[src/rtl/window_gen_3x3.sv]
// window_gen_3x3: raster-scan 3x3 window generator with two column-addressed line buffers
module window_gen_3x3 #(
    parameter int IMG_W = 10,
    parameter int IMG_H = 10,
    parameter int DW    = 8
) (
    input  logic            clk,
    input  logic            reset,
    input  logic [DW-1:0]   pix_in,
    input  logic            pix_valid,
    input  logic            sof,
    output logic [9*DW-1:0] win_out,
    output logic            win_en,
    output logic            frame_done
);
    localparam int CW = $clog2(IMG_W);
    localparam int RW = $clog2(IMG_H);
    logic            accept;
    logic [CW-1:0]   c_eff, col_d, col_q;
    logic [RW-1:0]   r_eff, row_d, row_q;
    logic [DW-1:0]   lb0_q [IMG_W];
    logic [DW-1:0]   lb1_q [IMG_W];
    logic [DW-1:0]   win_d [3][3];
    logic [DW-1:0]   win_q [3][3];
    logic [9*DW-1:0] win_out_d, win_out_q;
    logic            win_en_d, win_en_q, frame_done_d, frame_done_q;
    always_comb begin
        accept       = pix_valid && reset;
        c_eff        = sof ? '0 : col_q;
        r_eff        = sof ? '0 : row_q;
        col_d        = col_q;
        row_d        = row_q;
        win_d        = win_q;
        win_out_d    = win_out_q;
        win_en_d     = 1'b0;
        frame_done_d = 1'b0;
        if (accept) begin
            col_d = (c_eff == CW'(IMG_W - 1)) ? '0 : c_eff + CW'(1);
            row_d = (c_eff != CW'(IMG_W - 1)) ? r_eff :
                    (r_eff == RW'(IMG_H - 1)) ? '0 : r_eff + RW'(1);
            for (int i = 0; i < 3; i++) begin
                win_d[i][0] = win_q[i][1];
                win_d[i][1] = win_q[i][2];
            end
            // oldest row on top: linebuf1 holds row r-2, linebuf0 row r-1
            win_d[0][2]  = lb1_q[c_eff];
            win_d[1][2]  = lb0_q[c_eff];
            win_d[2][2]  = pix_in;
            win_en_d     = (r_eff >= RW'(2)) && (c_eff >= CW'(2));
            frame_done_d = (r_eff == RW'(IMG_H - 1)) && (c_eff == CW'(IMG_W - 1));
            if (win_en_d)
                for (int k = 0; k < 9; k++)
                    win_out_d[(8 - k)*DW +: DW] = win_d[k/3][k%3];
        end
    end
    always_ff @(posedge clk) begin
        if (!reset) begin
            col_q        <= '0;
            row_q        <= '0;
            win_q        <= '{default: '0};
            win_out_q    <= '0;
            win_en_q     <= 1'b0;
            frame_done_q <= 1'b0;
        end else begin
            col_q        <= col_d;
            row_q        <= row_d;
            win_q        <= win_d;
            win_out_q    <= win_out_d;
            win_en_q     <= win_en_d;
            frame_done_q <= frame_done_d;
        end
    end
    always_ff @(posedge clk) begin
        if (accept) begin
            lb1_q[c_eff] <= lb0_q[c_eff];
            lb0_q[c_eff] <= pix_in;
        end
    end
    assign win_out    = win_out_q;
    assign win_en     = win_en_q;
    assign frame_done = frame_done_q;
endmodule

[config.mk]
export PLATFORM = sky130hd
export DESIGN_NAME = window_gen_3x3
export DESIGN_NICKNAME = d
export VERILOG_FILES = /design/src/rtl/window_gen_3x3.sv
export SDC_FILE = /design/constraint.sdc
export NUM_CORES = 1
export LEC_CHECK = 0
export ABC_AREA = 1
export BUFFER_PORTS_ARGS = -buffer_cell sky130_fd_sc_hd__buf_2
export CORE_MARGIN = 2
export CORE_UTILIZATION = 50
export CTS_BUF_LIST = sky130_fd_sc_hd__clkbuf_8 sky130_fd_sc_hd__clkbuf_16
export DETAILED_ROUTE_END_ITERATION = 8
export PLACE_DENSITY = 0.68
export REMOVE_ABC_BUFFERS = 1
export SYNTH_ARGS = -nofsm -noshare
export SYNTH_HDL_FRONTEND = slang
export SYNTH_SLANG_ARGS = --single-unit
[constraint.sdc]
create_clock -name clk -period 3.55 [get_ports clk]
set_input_delay 0.71 -clock clk [delete_from_list [all_inputs] [get_ports clk]]
set_output_delay 0.71 -clock clk [all_outputs]
set_load 0.01 [all_outputs]
==> results of run 1 <==
logic make-up after synthesis:
group                     synth area share
buffers and inverters               0.0425
xor gates and xnor gates           0.00160
and+or+nand+nor                      0.202
DFF                                  0.676
AOI/OAI and AO/OA                   0.0787
registers in the layout (all words and copies together) (netlist names):
signal      cells
lb0_q          80
lb1_q          80
col_q           4
win_en          1
win_out        72
win_q          48
row_q           4
frame_done      1
path summary, 6_finish.rpt:
check / start / endpoint / slack, ns
max: col_q[3] / win_out[14] / 1.08
min: win_q[59] / win_q[59] / 0.46
max reg2reg: col_q[3] / win_out[14] / 1.08
min reg2reg: win_q[59] / win_q[59] / 0.46
cells in the mapped netlist:
library cell / n / share of area
nand3_2: 1 / 0.00091
o21bai_1: 1 / 0.00068
buf_2: 21 / 0.0096
buf_1: 4 / 0.0014
dfxtp_1: 130 / 0.24
o211ai_1: 1 / 0.00068
o21ai_0: 101 / 0.046
nor2_1: 72 / 0.025
a21oi_1: 57 / 0.026
xor2_1: 2 / 0.0016
nor2_2: 4 / 0.0023
a31oi_1: 1 / 0.00057
inv_1: 37 / 0.013
nand3_1: 33 / 0.015
o22ai_1: 3 / 0.0017
nand4_1: 1 / 0.00057
clkbuf_1: 24 / 0.0082
a22o_1: 2 / 0.0016
inv_2: 7 / 0.0024
nand2_1: 451 / 0.15
buf_4: 9 / 0.0062
o21a_1: 2 / 0.0014
buf_6: 2 / 0.0021
nor2_4: 1 / 0.0010
nor3_1: 6 / 0.0027
edfxtp_1: 160 / 0.44
stage by stage:
stage / std cells / instance area, um2
detailed placement: 1466 / 11700
finish: 1522 / 12800
floorplan: 1073 / 10700
CTS: 1522 / 12800
global placement: 1466 / 11700
global route: 1522 / 12800
final cells by class:
type	count	area, um2	area share
flip-flops and latches	290	7410	0.578
clock inverters	16	170	0.0133
well taps	280	350	0.0273
inverters	44	165	0.0129
repair buffers	113	661	0.0515
clock buffers	40	933	0.0728
multi-input cells	739	3130	0.244
per-layer routing:
metal / share of wire / global-route usage
met3: 0.048 / 0.0331
met5: 0 / 0
met4: 0.028 / 0.0765
met2: 0.47 / 0.356
met1: 0.45 / 0.300
power by group through the flow:
stage                     Clock [mW]  Combinational [mW]  Sequential (mW)
after global placement             0               0.285             3.68
after global routing            3.52               0.326             3.61
after floorplan                    0               0.165             3.68
after detailed placement           0               0.290             3.68
final                           3.35               0.288             3.61
after CTS                       3.39               0.291             3.61
worst min-delay path: cells and delay by family (launching register included):
kind	cells	cell delay (ns)
AOI/OAI and AO/OA	1	0.05
and+or+nand+nor	1	0.05
DFF	1	0.32
==> report_table.html, run 1 <==
<table>
<tr><th>Metric</th><th>Value</th></tr>
<tr><th colspan="2">Floorplanning</th></tr>
<tr><td>Effective utilization at floorplan</td><td>0.506</td></tr>
<tr><td>Chip width</td><td>between 150 and 200 um</td></tr>
<tr><td>Placeable Area</td><td>approximately 22000 um2</td></tr>
<tr><td>Number of rows created at floorplan</td><td>54</td></tr>
<tr><td>Die Area</td><td>roughly 23000 um2</td></tr>
<tr><td>Number of placed I/O pins</td><td>between 80 and 90</td></tr>
<tr><td>Die Height</td><td>152 um</td></tr>
<tr><th colspan="2">Clock tree</th></tr>
<tr><td>Number of clock sinks seen by CTS</td><td>290</td></tr>
<tr><td>Skew-Pair Late Insertion Delay</td><td>0.55 ns</td></tr>
<tr><td>Clock tree from TritonCTS</td><td>done</td></tr>
<tr><td>Clock-pin slew on the worst setup and hold paths</td><td>about 0.060 ns</td></tr>
<tr><td>Deepest level of the CTS H-tree</td><td>1</td></tr>
<tr><td>Number of clock buffers inserted by TritonCTS</td><td>30</td></tr>
<tr><td>Number of buffers inserted by hold repair at cts</td><td>0</td></tr>
<tr><td>Buffer type at the clock tree root</td><td>clkbuf_16</td></tr>
<tr><td>Post-CTS repair timing setup buffer count</td><td>0</td></tr>
<tr><td>CTS resizes</td><td>0</td></tr>
<tr><td>Worst-case clock buffer depth</td><td>3</td></tr>
<tr><th colspan="2">Detailed routing</th></tr>
<tr><td>Detail Route Antenna Nets</td><td>0</td></tr>
<tr><td>WL/cell</td><td>16.6 um</td></tr>
<tr><td>Via count of the routed design</td><td>between 7000 and 8000</td></tr>
<tr><td>DRC violations left</td><td>0</td></tr>
<tr><td>Drt first pass iters</td><td>5</td></tr>
<tr><td>First DRT Iteration DRCs</td><td>~550</td></tr>
<tr><td>Average vias per placed instance</td><td>5.17</td></tr>
<tr><td>Total wire length after detailed routing</td><td>25200 um</td></tr>
<tr><th colspan="2">Power and ir drop</th></tr>
<tr><td>Design internal power</td><td>roughly 5.7 mW</td></tr>
<tr><td>Total Power</td><td>7.24 mW</td></tr>
<tr><td>Net Switching</td><td>between 1.5 and 2 mW</td></tr>
<tr><td>P_leak</td><td>around 5.3 nW</td></tr>
<tr><td>Seq pwr share</td><td>0.498</td></tr>
<tr><td>Share of total power consumed by net switching</td><td>0.209</td></tr>
<tr><td>Max rail drop VDD</td><td>384 uV</td></tr>
<tr><td>Clock Power Share</td><td>0.462</td></tr>
<tr><td>Combinational share of power</td><td>0.040</td></tr>
<tr><td>Power density relative to cell area</td><td>565 nW/um2</td></tr>
<tr><th colspan="2">Critical path</th></tr>
<tr><td>Startpoint kind of the worst setup timing path</td><td>register</td></tr>
<tr><td>Arrival time at the worst endpoint</td><td>slightly below 3 ns</td></tr>
<tr><td>List of cells traversed by the critical path</td><td>inv_1, nor2_2, nor2_4, nand2_1, nand3_2, inv_2, buf_4, o21ai_0, a21oi_1</td></tr>
<tr><td>Cells on worst reg2reg path</td><td>9</td></tr>
<tr><td>Standard cell with the maximum stage delay on the critical path</td><td>inv_2</td></tr>
<tr><td>Required time of the critical path</td><td>4.03 ns</td></tr>
<tr><td>Type of the worst setup path</td><td>register to register</td></tr>
<tr><td>Sum of buffers and inverters on the critical path</td><td>3</td></tr>
<tr><td>Slowest cell delay on critical path</td><td>0.60 ns</td></tr>
<tr><td>Number of stages on the worst setup path</td><td>9</td></tr>
<tr><td>Cell family with the largest share of critical-path delay</td><td>buffers and inverters</td></tr>
<tr><td>Largest fanout on the critical path</td><td>55</td></tr>
<tr><td>Element type at the critical path end</td><td>register</td></tr>
<tr><th colspan="2">Finish</th></tr>
<tr><td>Most common library cell in the layout ignoring fill and taps</td><td>nand2_1</td></tr>
<tr><td>Diode insertion count for antenna repair</td><td>0</td></tr>
<tr><td>Layout cell share with drive strength beyond 1</td><td>0.151</td></tr>
<tr><td>Commonest cells after routing, fill and taps aside</td><td>nand2_1 (450), edfxtp_1 (160), dfxtp_1 (130)</td></tr>
<tr><td>Synthesis-to-layout area growth</td><td>16.9%</td></tr>
<tr><td>Post-route core utilization</td><td>0.591</td></tr>
<tr><td>Fillers</td><td>about 1800</td></tr>
<tr><td>Layout Nets</td><td>1230</td></tr>
<tr><th colspan="2">Worst hold path</th></tr>
<tr><td>Class of the most critical hold timing path</td><td>register to register</td></tr>
<tr><td>Hold-critical path depth</td><td>2</td></tr>
<tr><th colspan="2">Job</th></tr>
<tr><td>Total of max-cap violations</td><td>0</td></tr>
<tr><th colspan="2">STA</th></tr>
<tr><td>Final TNS setup</td><td>0 ns</td></tr>
<tr><td>Final Cycle Share</td><td>0.696</td></tr>
<tr><td>Achievable clock frequency</td><td>between 0.4 and 0.5 GHz</td></tr>
<tr><td>Hold Vio Cnt, Final</td><td>0</td></tr>
<tr><td>Number of max-slew violations in the final report</td><td>0</td></tr>
<tr><td>Rel. slew slack</td><td>0.442</td></tr>
<tr><td>Unrepaired setup endpoints after global routing</td><td>no</td></tr>
<tr><td>Final critical-path required period</td><td>between 2 and 2.5 ns</td></tr>
<tr><td>Setup Skew</td><td>~0.017 ns</td></tr>
<tr><td>Final critical-path setup slack</td><td>1.08 ns</td></tr>
<tr><td>Hold slack final</td><td>between 0.4 and 0.5 ns</td></tr>
<tr><td>Number of setup violations in the final report</td><td>0</td></tr>
<tr><td>Actual slew at the worst max-slew pin</td><td>about 0.84 ns</td></tr>
<tr><th colspan="2">Status</th></tr>
<tr><td>Status</td><td>complete, no violations</td></tr>
<tr><th colspan="2">Global routing</th></tr>
<tr><td>Wire length of the first global-routing pass</td><td>roughly 40000 um</td></tr>
<tr><td>Number of global-route vias before repair</td><td>7542</td></tr>
<tr><td>Grt ovf</td><td>0</td></tr>
<tr><td>Largest net degree at the start of global routing</td><td>75</td></tr>
<tr><td>Antenna violations before repair</td><td>0</td></tr>
<tr><td>Global Route Usage Sum</td><td>0.218</td></tr>
<tr><th colspan="2">Logic synthesis</th></tr>
<tr><td>Cell area after synthesis</td><td>11000 um2</td></tr>
<tr><td>Number of library cell types mapped by synthesis</td><td>26</td></tr>
<tr><td>Synthesis Warnings</td><td>0</td></tr>
<tr><td>Number of flip-flops and latches in the synthesized netlist</td><td>between 200 and 300</td></tr>
<tr><td>Syn avg cell area</td><td>between 9 and 10 um2</td></tr>
<tr><td>Share of synthesized area occupied by flip-flops and latches</td><td>0.676</td></tr>
<tr><td>Mapped Cells</td><td>between 1000 and 1500</td></tr>
<tr><th colspan="2">Placed design</th></tr>
<tr><td>Post-placement setup slack</td><td>roughly 0.7 ns</td></tr>
<tr><td>Detailed placement HPWL</td><td>~15000 um</td></tr>
<tr><td>RD Place Congestion</td><td>0.824</td></tr>
<tr><td>Number of buffer cells added on primary ports</td><td>85</td></tr>
</table>
(Power assumes the default switching activity.)
==> inputs of run 2 (changes only) <==
ABC_AREA = 0   (was 1)
PLACE_DENSITY = 0.71   (was 0.68)
clock period = 2.1 ns   (was 3.55 ns; I/O delays follow)
==> report_table.html, run 2 <==
<table>
<tr><th>Metric</th><th>Value</th></tr>
<tr><th colspan="2">Status</th></tr>
<tr><td>Status</td><td>complete, no violations (unchanged)</td></tr>
<tr><th colspan="2">Finish</th></tr>
<tr><td>Post-route core utilization</td><td>0.595 (was 0.591)</td></tr>
<tr><td>Most common library cell in the layout ignoring fill and taps</td><td>edfxtp_1 (was nand2_1)</td></tr>
<tr><td>Synthesis-to-layout area growth</td><td>17.6% (was 16.9%)</td></tr>
<tr><td>Diode insertion count for antenna repair</td><td>0 (unchanged)</td></tr>
<tr><td>Commonest cells after routing, fill and taps aside</td><td>edfxtp_1 (160), nand2_1 (135), dfxtp_1 (128) (was nand2_1 (450), edfxtp_1 (160), dfxtp_1 (130))</td></tr>
<tr><td>Layout Nets</td><td>1038 (was 1230)</td></tr>
<tr><td>Layout cell share with drive strength beyond 1</td><td>0.228 (was 0.151)</td></tr>
<tr><th colspan="2">Global routing</th></tr>
<tr><td>Grt ovf</td><td>0 (unchanged)</td></tr>
<tr><td>Antenna violations before repair</td><td>0 (unchanged)</td></tr>
<tr><td>Wire length of the first global-routing pass</td><td>39000 um (was 40600 um)</td></tr>
<tr><td>Global Route Usage Sum</td><td>0.205 (was 0.218)</td></tr>
<tr><td>Largest net degree at the start of global routing</td><td>94 (was 75)</td></tr>
<tr><td>Number of global-route vias before repair</td><td>7074 (was 7542)</td></tr>
<tr><th colspan="2">Critical path</th></tr>
<tr><td>Slowest cell delay on critical path</td><td>0.32 ns (was 0.60 ns)</td></tr>
<tr><td>Arrival time at the worst endpoint</td><td>2.13 ns (was 2.95 ns)</td></tr>
<tr><td>Worst path most repeated cell</td><td>buf_4</td></tr>
<tr><td>Type of the worst setup path</td><td>register to register (unchanged)</td></tr>
<tr><td>Required time of the critical path</td><td>2.34 ns (was 4.03 ns)</td></tr>
<tr><td>Cell family with the largest share of critical-path delay</td><td>buffers and inverters (unchanged)</td></tr>
<tr><td>List of cells traversed by the critical path</td><td>buf_4, buf_12, o21ai_0, nand3_1, nor3_2, buf_4 (was inv_1, nor2_2, nor2_4, nand2_1, nand3_2, inv_2, buf_4, o21ai_0, a21oi_1)</td></tr>
<tr><td>Element type at the critical path end</td><td>register (unchanged)</td></tr>
<tr><td>Standard cell with the maximum stage delay on the critical path</td><td>dfxtp_2 (was inv_2)</td></tr>
<tr><td>Sum of buffers and inverters on the critical path</td><td>3 (unchanged)</td></tr>
<tr><td>Startpoint kind of the worst setup timing path</td><td>register (unchanged)</td></tr>
<tr><td>Largest fanout on the critical path</td><td>26 (was 55)</td></tr>
<tr><th colspan="2">Placed design</th></tr>
<tr><td>Number of buffer cells added on primary ports</td><td>85 (unchanged)</td></tr>
<tr><td>Post-placement setup slack</td><td>-0.000510 ns (was 0.686 ns)</td></tr>
<tr><td>Detailed placement HPWL</td><td>15300 um (was 14700 um)</td></tr>
<tr><td>RD Place Congestion</td><td>0.794 (was 0.824)</td></tr>
<tr><th colspan="2">Detailed routing</th></tr>
<tr><td>DRC violations left</td><td>0 (unchanged)</td></tr>
<tr><td>First DRT Iteration DRCs</td><td>526 (was 554)</td></tr>
<tr><td>Drt first pass iters</td><td>5 (unchanged)</td></tr>
<tr><td>Via count of the routed design</td><td>7415 (was 7863)</td></tr>
<tr><td>Detail Route Antenna Nets</td><td>0 (unchanged)</td></tr>
<tr><td>Total wire length after detailed routing</td><td>24400 um (was 25200 um)</td></tr>
<tr><td>Average vias per placed instance</td><td>5.56 (was 5.17)</td></tr>
<tr><td>WL/cell</td><td>18.3 um (was 16.6 um)</td></tr>
<tr><th colspan="2">STA</th></tr>
<tr><td>Unrepaired setup endpoints after global routing</td><td>no (unchanged)</td></tr>
<tr><td>Setup Skew</td><td>0.0139 ns (was 0.0172 ns)</td></tr>
<tr><td>Number of max-slew violations in the final report</td><td>0 (unchanged)</td></tr>
<tr><td>Final Cycle Share</td><td>0.899 (was 0.696)</td></tr>
<tr><td>Final critical-path required period</td><td>1.89 ns (was 2.47 ns)</td></tr>
<tr><td>Number of setup violations in the final report</td><td>0 (unchanged)</td></tr>
<tr><td>Actual slew at the worst max-slew pin</td><td>0.654 ns (was 0.836 ns)</td></tr>
<tr><td>Hold Vio Cnt, Final</td><td>0 (unchanged)</td></tr>
<tr><td>Rel. slew slack</td><td>0.564 (was 0.442)</td></tr>
<tr><td>Final critical-path setup slack</td><td>0.212 ns (was 1.08 ns)</td></tr>
<tr><td>Achievable clock frequency</td><td>0.530 GHz (was 0.404 GHz)</td></tr>
<tr><td>Final TNS setup</td><td>0 ns (unchanged)</td></tr>
<tr><th colspan="2">Clock tree</th></tr>
<tr><td>Number of clock buffers inserted by TritonCTS</td><td>29 (was 30)</td></tr>
<tr><td>Deepest level of the CTS H-tree</td><td>1 (unchanged)</td></tr>
<tr><td>Number of buffers inserted by hold repair at cts</td><td>0 (unchanged)</td></tr>
<tr><td>Clock-pin slew on the worst setup and hold paths</td><td>0.06 ns (about the same)</td></tr>
<tr><td>Worst-case clock buffer depth</td><td>3 (unchanged)</td></tr>
<tr><td>Skew-Pair Late Insertion Delay</td><td>0.54 ns (was 0.55 ns)</td></tr>
<tr><td>Post-CTS repair timing setup buffer count</td><td>0 (unchanged)</td></tr>
<tr><td>CTS resizes</td><td>0 (unchanged)</td></tr>
<tr><td>Number of clock sinks seen by CTS</td><td>290 (unchanged)</td></tr>
<tr><td>Clock tree from TritonCTS</td><td>done (unchanged)</td></tr>
<tr><td>Buffer type at the clock tree root</td><td>clkbuf_16 (unchanged)</td></tr>
<tr><th colspan="2">Logic synthesis</th></tr>
<tr><td>Share of synthesized area occupied by flip-flops and latches</td><td>0.651 (was 0.676)</td></tr>
<tr><td>Synth top cells by count</td><td>edfxtp_1 (160), nand2_1 (135), dfxtp_1 (130), mux2i_1 (68), a21boi_1 (55) (was nand2_1 (451), edfxtp_1 (160), dfxtp_1 (130), o21ai_0 (101), nor2_1 (72))</td></tr>
<tr><td>Number of flip-flops and latches in the synthesized netlist</td><td>290 (unchanged)</td></tr>
<tr><td>Number of library cell types mapped by synthesis</td><td>50 (was 26)</td></tr>
<tr><td>Mapped Cells</td><td>904 (was 1133)</td></tr>
<tr><td>Most numerous cell in the Yosys netlist</td><td>edfxtp_1 (was nand2_1)</td></tr>
<tr><td>Post-synthesis cell type with the largest combined area</td><td>edfxtp_1 (unchanged)</td></tr>
<tr><td>Syn avg cell area</td><td>12.6 um2 (was 9.68 um2)</td></tr>
<tr><td>Fraction of post-synthesis cell area in the top cell type by area</td><td>0.422 (was 0.438)</td></tr>
<tr><td>Leading cell types by total area after synthesis</td><td>edfxtp_1 (42%), dfxtp_1 (23%), mux2i_1 (6.0%) (was edfxtp_1 (44%), dfxtp_1 (24%), nand2_1 (15%))</td></tr>
<tr><td>Cell area after synthesis</td><td>11400 um2 (was 11000 um2)</td></tr>
<tr><td>Count of flip-flops with a built-in enable after synthesis</td><td>160 (unchanged)</td></tr>
<tr><td>Async set-or-reset flop fraction in the synthesized netlist</td><td>0 (unchanged)</td></tr>
<tr><td>Synthesis Warnings</td><td>0 (unchanged)</td></tr>
<tr><td>Synth Flop Type</td><td>edfxtp_1 (unchanged)</td></tr>
<tr><th colspan="2">Power and ir drop</th></tr>
<tr><td>Total Power</td><td>11.5 mW (was 7.24 mW)</td></tr>
<tr><td>Max rail drop VDD</td><td>539 uV (was 384 uV)</td></tr>
<tr><td>P_leak</td><td>4.89 nW (was 5.28 nW)</td></tr>
<tr><td>Power density relative to cell area</td><td>856 nW/um2 (was 565 nW/um2)</td></tr>
<tr><th colspan="2">Floorplanning</th></tr>
<tr><td>Number of placed I/O pins</td><td>86 (unchanged)</td></tr>
<tr><td>Number of rows created at floorplan</td><td>55 (was 54)</td></tr>
<tr><td>Die Height</td><td>155 um (was 152 um)</td></tr>
<tr><td>Effective utilization at floorplan</td><td>0.506 (about the same)</td></tr>
<tr><td>Placeable Area</td><td>22500 um2 (was 21700 um2)</td></tr>
<tr><td>Die Area</td><td>24000 um2 (was 23100 um2)</td></tr>
<tr><td>Chip width</td><td>155 um (was 152 um)</td></tr>
<tr><th colspan="2">Worst hold path</th></tr>
<tr><td>Class of the most critical hold timing path</td><td>input port to register (was register to register)</td></tr>
<tr><th colspan="2">Job</th></tr>
<tr><td>Total of max-cap violations</td><td>0 (unchanged)</td></tr>
</table>
-- run 2: tightest hold or removal path, stage by stage --
cell,delay (ns)
buf_2,0.17
nand2_1,0.07
a21boi_1,0.05
-- run 2: per-layer routing --
metal  vias to the layer above  share of wire  track usage
met2                       183           0.46        0.334
met1                      3624           0.47        0.289
met5                         -              0            0
met3                        34          0.053       0.0323
met4                         0          0.017       0.0525
li1                       3574              -            -
-- run 2: metrics by stage --
stage / std cells / area [um2] / hold WS, ns
2_1_floorplan: 835 / 11000 / 0.430
3_3_place_gp: 1280 / 12500 / 0.437
3_5_place_dp: 1280 / 12500 / 0.441
4_1_cts: 1333 / 13400 / 0.204
5_1_grt: 1333 / 13400 / 0.225
6_report: 1333 / 13400 / 0.221
-- run 2: worst paths after layout --
path,start,endpoint,slack (ns),depth (start not counted)
worst min register to register,win_q[11],win_out[19],0.44,2
worst max register to register,col_q[0],lb1_q[8][0],0.21,6
worst min-delay path,pix_in[5],win_out[5],0.22,3
worst max-delay path,col_q[0],lb1_q[8][0],0.21,6
-- run 2: kinds of logic (layout without fill, tap and decap cells) --
group | after synthesis | count (layout) | share of synthesized area
flops | 290 | 290 | 0.651
simple gates | 235 | 235 | 0.0954
compound gates | 210 | 210 | 0.135
mux | 93 | 93 | 0.0855
buf+inv | 75 | 219 | 0.0332
xor+xnor | 1 | 1 | 0.000769
-- run 2: area by class of cell --
class,instances,area [um2]
Clock buffer,31,753
Fill cell,1811,9110
Tap cell,285,357
Clock inverter,22,119
Multi-Input combinational cell,539,3630
Timing Repair Buffer,160,1090
Inverter,6,23.8
Sequential cell,290,7410
-- run 2: report_power, final --
| part | total (mW) | switching [mW] | internal, mW |
|---|---|---|---|
| logic | 0.621 | 0.354 | 0.267 |
| registers | 6.13 | 0.0468 | 6.08 |
| clock network | 4.72 | 2.04 | 2.68 |
==> inputs of run 3 (changes only) <==
PLACE_DENSITY = 0.75   (was 0.71)
SKIP_LAST_GASP = 1   (was unset)
==> report_table.html, run 3 (same netlist as run 2, synthesis figures left out) <==
<table>
<tr><th>Metric</th><th>Value</th></tr>
<tr><th colspan="2">Critical path</th></tr>
<tr><td>Startpoint kind of the worst setup timing path</td><td>register (unchanged)</td></tr>
<tr><td>Arrival time at the worst endpoint</td><td>2.24 ns (was 2.13 ns)</td></tr>
<tr><td>Type of the worst setup path</td><td>register to register (unchanged)</td></tr>
<tr><td>Largest fanout on the critical path</td><td>21 (was 26)</td></tr>
<tr><td>Element type at the critical path end</td><td>register (unchanged)</td></tr>
<tr><td>Reg-to-reg critical path startpoint</td><td>col_q[0] (unchanged)</td></tr>
<tr><td>Standard cell with the maximum stage delay on the critical path</td><td>mux2_2 (was dfxtp_2)</td></tr>
<tr><td>Slowest cell delay on critical path</td><td>0.35 ns (was 0.32 ns)</td></tr>
<tr><td>Cells on worst reg2reg path</td><td>6 (unchanged)</td></tr>
<tr><td>Worst-case register-to-register setup slack</td><td>0.15 ns (was 0.21 ns)</td></tr>
<tr><td>Worst r2r dst</td><td>lb1_q[2][3] (was lb1_q[8][0])</td></tr>
<tr><td>Required time of the critical path</td><td>2.39 ns (was 2.34 ns)</td></tr>
<tr><td>List of cells traversed by the critical path</td><td>nor2b_2, buf_12, mux2_2, o211ai_1, nand3_1, buf_4 (was buf_4, buf_12, o21ai_0, nand3_1, nor3_2, buf_4)</td></tr>
<tr><th colspan="2">STA</th></tr>
<tr><td>Rel. slew slack</td><td>0.683 (was 0.564)</td></tr>
<tr><td>Number of max-slew violations in the final report</td><td>0 (unchanged)</td></tr>
<tr><td>Final critical-path setup slack</td><td>0.154 ns (was 0.212 ns)</td></tr>
<tr><td>Unrepaired setup endpoints after global routing</td><td>no (unchanged)</td></tr>
<tr><td>Final TNS setup</td><td>0 ns (unchanged)</td></tr>
<tr><td>Number of setup violations in the final report</td><td>0 (unchanged)</td></tr>
<tr><td>Final Cycle Share</td><td>0.927 (was 0.899)</td></tr>
<tr><td>Setup Skew</td><td>0.00662 ns (was 0.0139 ns)</td></tr>
<tr><td>Achievable clock frequency</td><td>0.514 GHz (was 0.530 GHz)</td></tr>
<tr><td>Final critical-path required period</td><td>1.95 ns (was 1.89 ns)</td></tr>
<tr><td>Hold Vio Cnt, Final</td><td>0 (unchanged)</td></tr>
<tr><td>Hold slack final</td><td>0.218 ns (was 0.221 ns)</td></tr>
<tr><td>Actual slew at the worst max-slew pin</td><td>0.474 ns (was 0.654 ns)</td></tr>
<tr><th colspan="2">Detailed routing</th></tr>
<tr><td>Drt first pass iters</td><td>5 (unchanged)</td></tr>
<tr><td>DRC violations left</td><td>0 (unchanged)</td></tr>
<tr><td>Detail Route Antenna Nets</td><td>0 (unchanged)</td></tr>
<tr><td>WL/cell</td><td>18.9 um (was 18.3 um)</td></tr>
<tr><td>Average vias per placed instance</td><td>5.60 (was 5.56)</td></tr>
<tr><td>Via count of the routed design</td><td>7479 (was 7415)</td></tr>
<tr><td>First DRT Iteration DRCs</td><td>568 (was 526)</td></tr>
<tr><td>Total wire length after detailed routing</td><td>25300 um (was 24400 um)</td></tr>
<tr><th colspan="2">Placed design</th></tr>
<tr><td>Detailed placement HPWL</td><td>16200 um (was 15300 um)</td></tr>
<tr><td>RD Place Congestion</td><td>0.819 (was 0.794)</td></tr>
<tr><td>Post-placement setup slack</td><td>-0.0439 ns (was -0.000510 ns)</td></tr>
<tr><td>Number of buffer cells added on primary ports</td><td>85 (unchanged)</td></tr>
<tr><th colspan="2">Clock tree</th></tr>
<tr><td>Skew-Pair Late Insertion Delay</td><td>0.54 ns (about the same)</td></tr>
<tr><td>Clock-pin slew on the worst setup and hold paths</td><td>0.06 ns (about the same)</td></tr>
<tr><td>Worst-case clock buffer depth</td><td>3 (unchanged)</td></tr>
<tr><td>Number of buffers inserted by hold repair at cts</td><td>0 (unchanged)</td></tr>
<tr><td>Deepest level of the CTS H-tree</td><td>1 (unchanged)</td></tr>
<tr><td>Number of clock sinks seen by CTS</td><td>290 (unchanged)</td></tr>
<tr><td>Clock tree from TritonCTS</td><td>done (unchanged)</td></tr>
<tr><td>Post-CTS repair timing setup buffer count</td><td>0 (unchanged)</td></tr>
<tr><td>Buffer type at the clock tree root</td><td>clkbuf_16 (unchanged)</td></tr>
<tr><td>Number of clock buffers inserted by TritonCTS</td><td>29 (unchanged)</td></tr>
<tr><td>CTS resizes</td><td>0 (unchanged)</td></tr>
<tr><th colspan="2">Job</th></tr>
<tr><td>Total of max-cap violations</td><td>0 (unchanged)</td></tr>
<tr><th colspan="2">Global routing</th></tr>
<tr><td>Number of global-route vias before repair</td><td>7523 (was 7074)</td></tr>
<tr><td>Antenna violations before repair</td><td>0 (unchanged)</td></tr>
<tr><td>Global Route Usage Sum</td><td>0.212 (was 0.205)</td></tr>
<tr><td>Grt ovf</td><td>0 (unchanged)</td></tr>
<tr><td>Wire length of the first global-routing pass</td><td>40700 um (was 39000 um)</td></tr>
<tr><td>Largest net degree at the start of global routing</td><td>87 (was 94)</td></tr>
<tr><th colspan="2">Finish</th></tr>
<tr><td>Post-route core utilization</td><td>0.603 (was 0.595)</td></tr>
<tr><td>Layout cell share with drive strength beyond 1</td><td>0.238 (was 0.228)</td></tr>
<tr><td>Layout Nets</td><td>1040 (was 1038)</td></tr>
<tr><td>Synthesis-to-layout area growth</td><td>19.1% (was 17.6%)</td></tr>
<tr><td>Commonest cells after routing, fill and taps aside</td><td>edfxtp_1 (160), nand2_1 (135), dfxtp_1 (128) (unchanged)</td></tr>
<tr><td>Fillers</td><td>1756 (was 1811)</td></tr>
<tr><td>Diode insertion count for antenna repair</td><td>0 (unchanged)</td></tr>
<tr><td>Most common library cell in the layout ignoring fill and taps</td><td>edfxtp_1 (unchanged)</td></tr>
<tr><td>Area used by multi-input combinational logic</td><td>3630 um2 (unchanged)</td></tr>
<tr><td>Register area</td><td>7410 um2 (unchanged)</td></tr>
<tr><th colspan="2">Status</th></tr>
<tr><td>Status</td><td>complete, no violations (unchanged)</td></tr>
<tr><th colspan="2">Worst hold path</th></tr>
<tr><td>Class of the most critical hold timing path</td><td>input port to register (unchanged)</td></tr>
<tr><td>Hold-critical path depth</td><td>3 (unchanged)</td></tr>
<tr><td>Hold Crit Endpoint</td><td>win_out[4] (was win_out[5])</td></tr>
<tr><td>Startpoint of the lowest-slack hold path</td><td>pix_in[4] (was pix_in[5])</td></tr>
<tr><th colspan="2">Floorplanning</th></tr>
<tr><td>Die Area</td><td>24000 um2 (unchanged)</td></tr>
<tr><td>Die Height</td><td>155 um (unchanged)</td></tr>
<tr><td>Chip width</td><td>155 um (unchanged)</td></tr>
<tr><td>Number of rows created at floorplan</td><td>55 (unchanged)</td></tr>
<tr><td>Effective utilization at floorplan</td><td>0.506 (unchanged)</td></tr>
<tr><td>Number of placed I/O pins</td><td>86 (unchanged)</td></tr>
<tr><td>Placeable Area</td><td>22500 um2 (unchanged)</td></tr>
<tr><th colspan="2">Power and ir drop</th></tr>
<tr><td>Power density relative to cell area</td><td>886 nW/um2 (was 856 nW/um2)</td></tr>
<tr><td>Max rail drop VDD</td><td>643 uV (was 539 uV)</td></tr>
<tr><td>P_leak</td><td>4.96 nW (was 4.89 nW)</td></tr>
</table>
-- run 3: changes by cell type in the layout (fill, tap and decap cells not counted) --
cell,previous run,this run
clkinv_2,5,4
inv_6,0,1
inv_4,0,1
clkbuf_16,29,31
clkinv_1,9,5
inv_1,12,8
clkbuf_8,2,7
buf_12,8,10
bufinv_16,1,2
-- run 3: worst max-delay path, delay by kind of cell, from the launching register on --
kind | cells | cell delay (ns)
simple gates | 2 | 0.34
buf+inv | 2 | 0.39
flops | 1 | 0.32
compound gates | 1 | 0.28
mux | 1 | 0.35
-- run 3: final cells by class --
| type | instances | area share |
|---|---|---|
| Sequential cell | 290 | 0.547 |
| Multi-Input combinational cell | 539 | 0.268 |
| Timing Repair Buffer | 162 | 0.0836 |
| Clock buffer | 38 | 0.0643 |
| Tap cell | 285 | 0.0263 |
| Clock inverter | 16 | 0.00951 |
| Inverter | 6 | 0.00175 |
-- run 3: report_power, final --
| group | internal (mW) | total (mW) | leakage, nW | switching [mW] |
|---|---|---|---|---|
| sequential | 6.08 | 6.13 | 2.50 | 0.0486 |
| clock | 3.15 | 5.25 | 0.517 | 2.10 |
| combinational | 0.267 | 0.628 | 1.94 | 0.361 |
-- run 3: metrics by stage --
step                      total power, mW  instance area (um2)  std cells
after floorplan                      6.56                11000        835
after global placement               6.86                12600       1282
after detailed placement             6.88                12600       1282
after CTS                            12.1                13600       1336
after global routing                 12.4                13600       1336
final                                12.0                13600       1336
-- run 3: how the worst max path moves through the flow --
stage                     startpoint          end  slack (ns)  cells after the start
after detailed placement         sof  lb1_q[6][3]       -0.04                      7
after floorplan             col_q[0]  lb1_q[0][0]       -2.14                      4
after CTS                   col_q[0]  lb1_q[2][3]        0.17                      6
final                       col_q[0]  lb1_q[2][3]        0.15                      6
after global placement           sof  lb0_q[6][6]        0.01                      6
after global routing        col_q[0]  lb1_q[0][6]       0.009                      5
-- run 3: routing by layer --
metal / vias up / part of all wire / GRT usage / wire length [um]
li1: 3578 / - / - / -
met1: 3636 / 0.45 / 0.301 / 11300
met2: 228 / 0.47 / 0.346 / 11900
met3: 37 / 0.068 / 0.0354 / 1730
met4: 0 / 0.016 / 0.0511 / 410
met5: - / 0 / 0 / 0
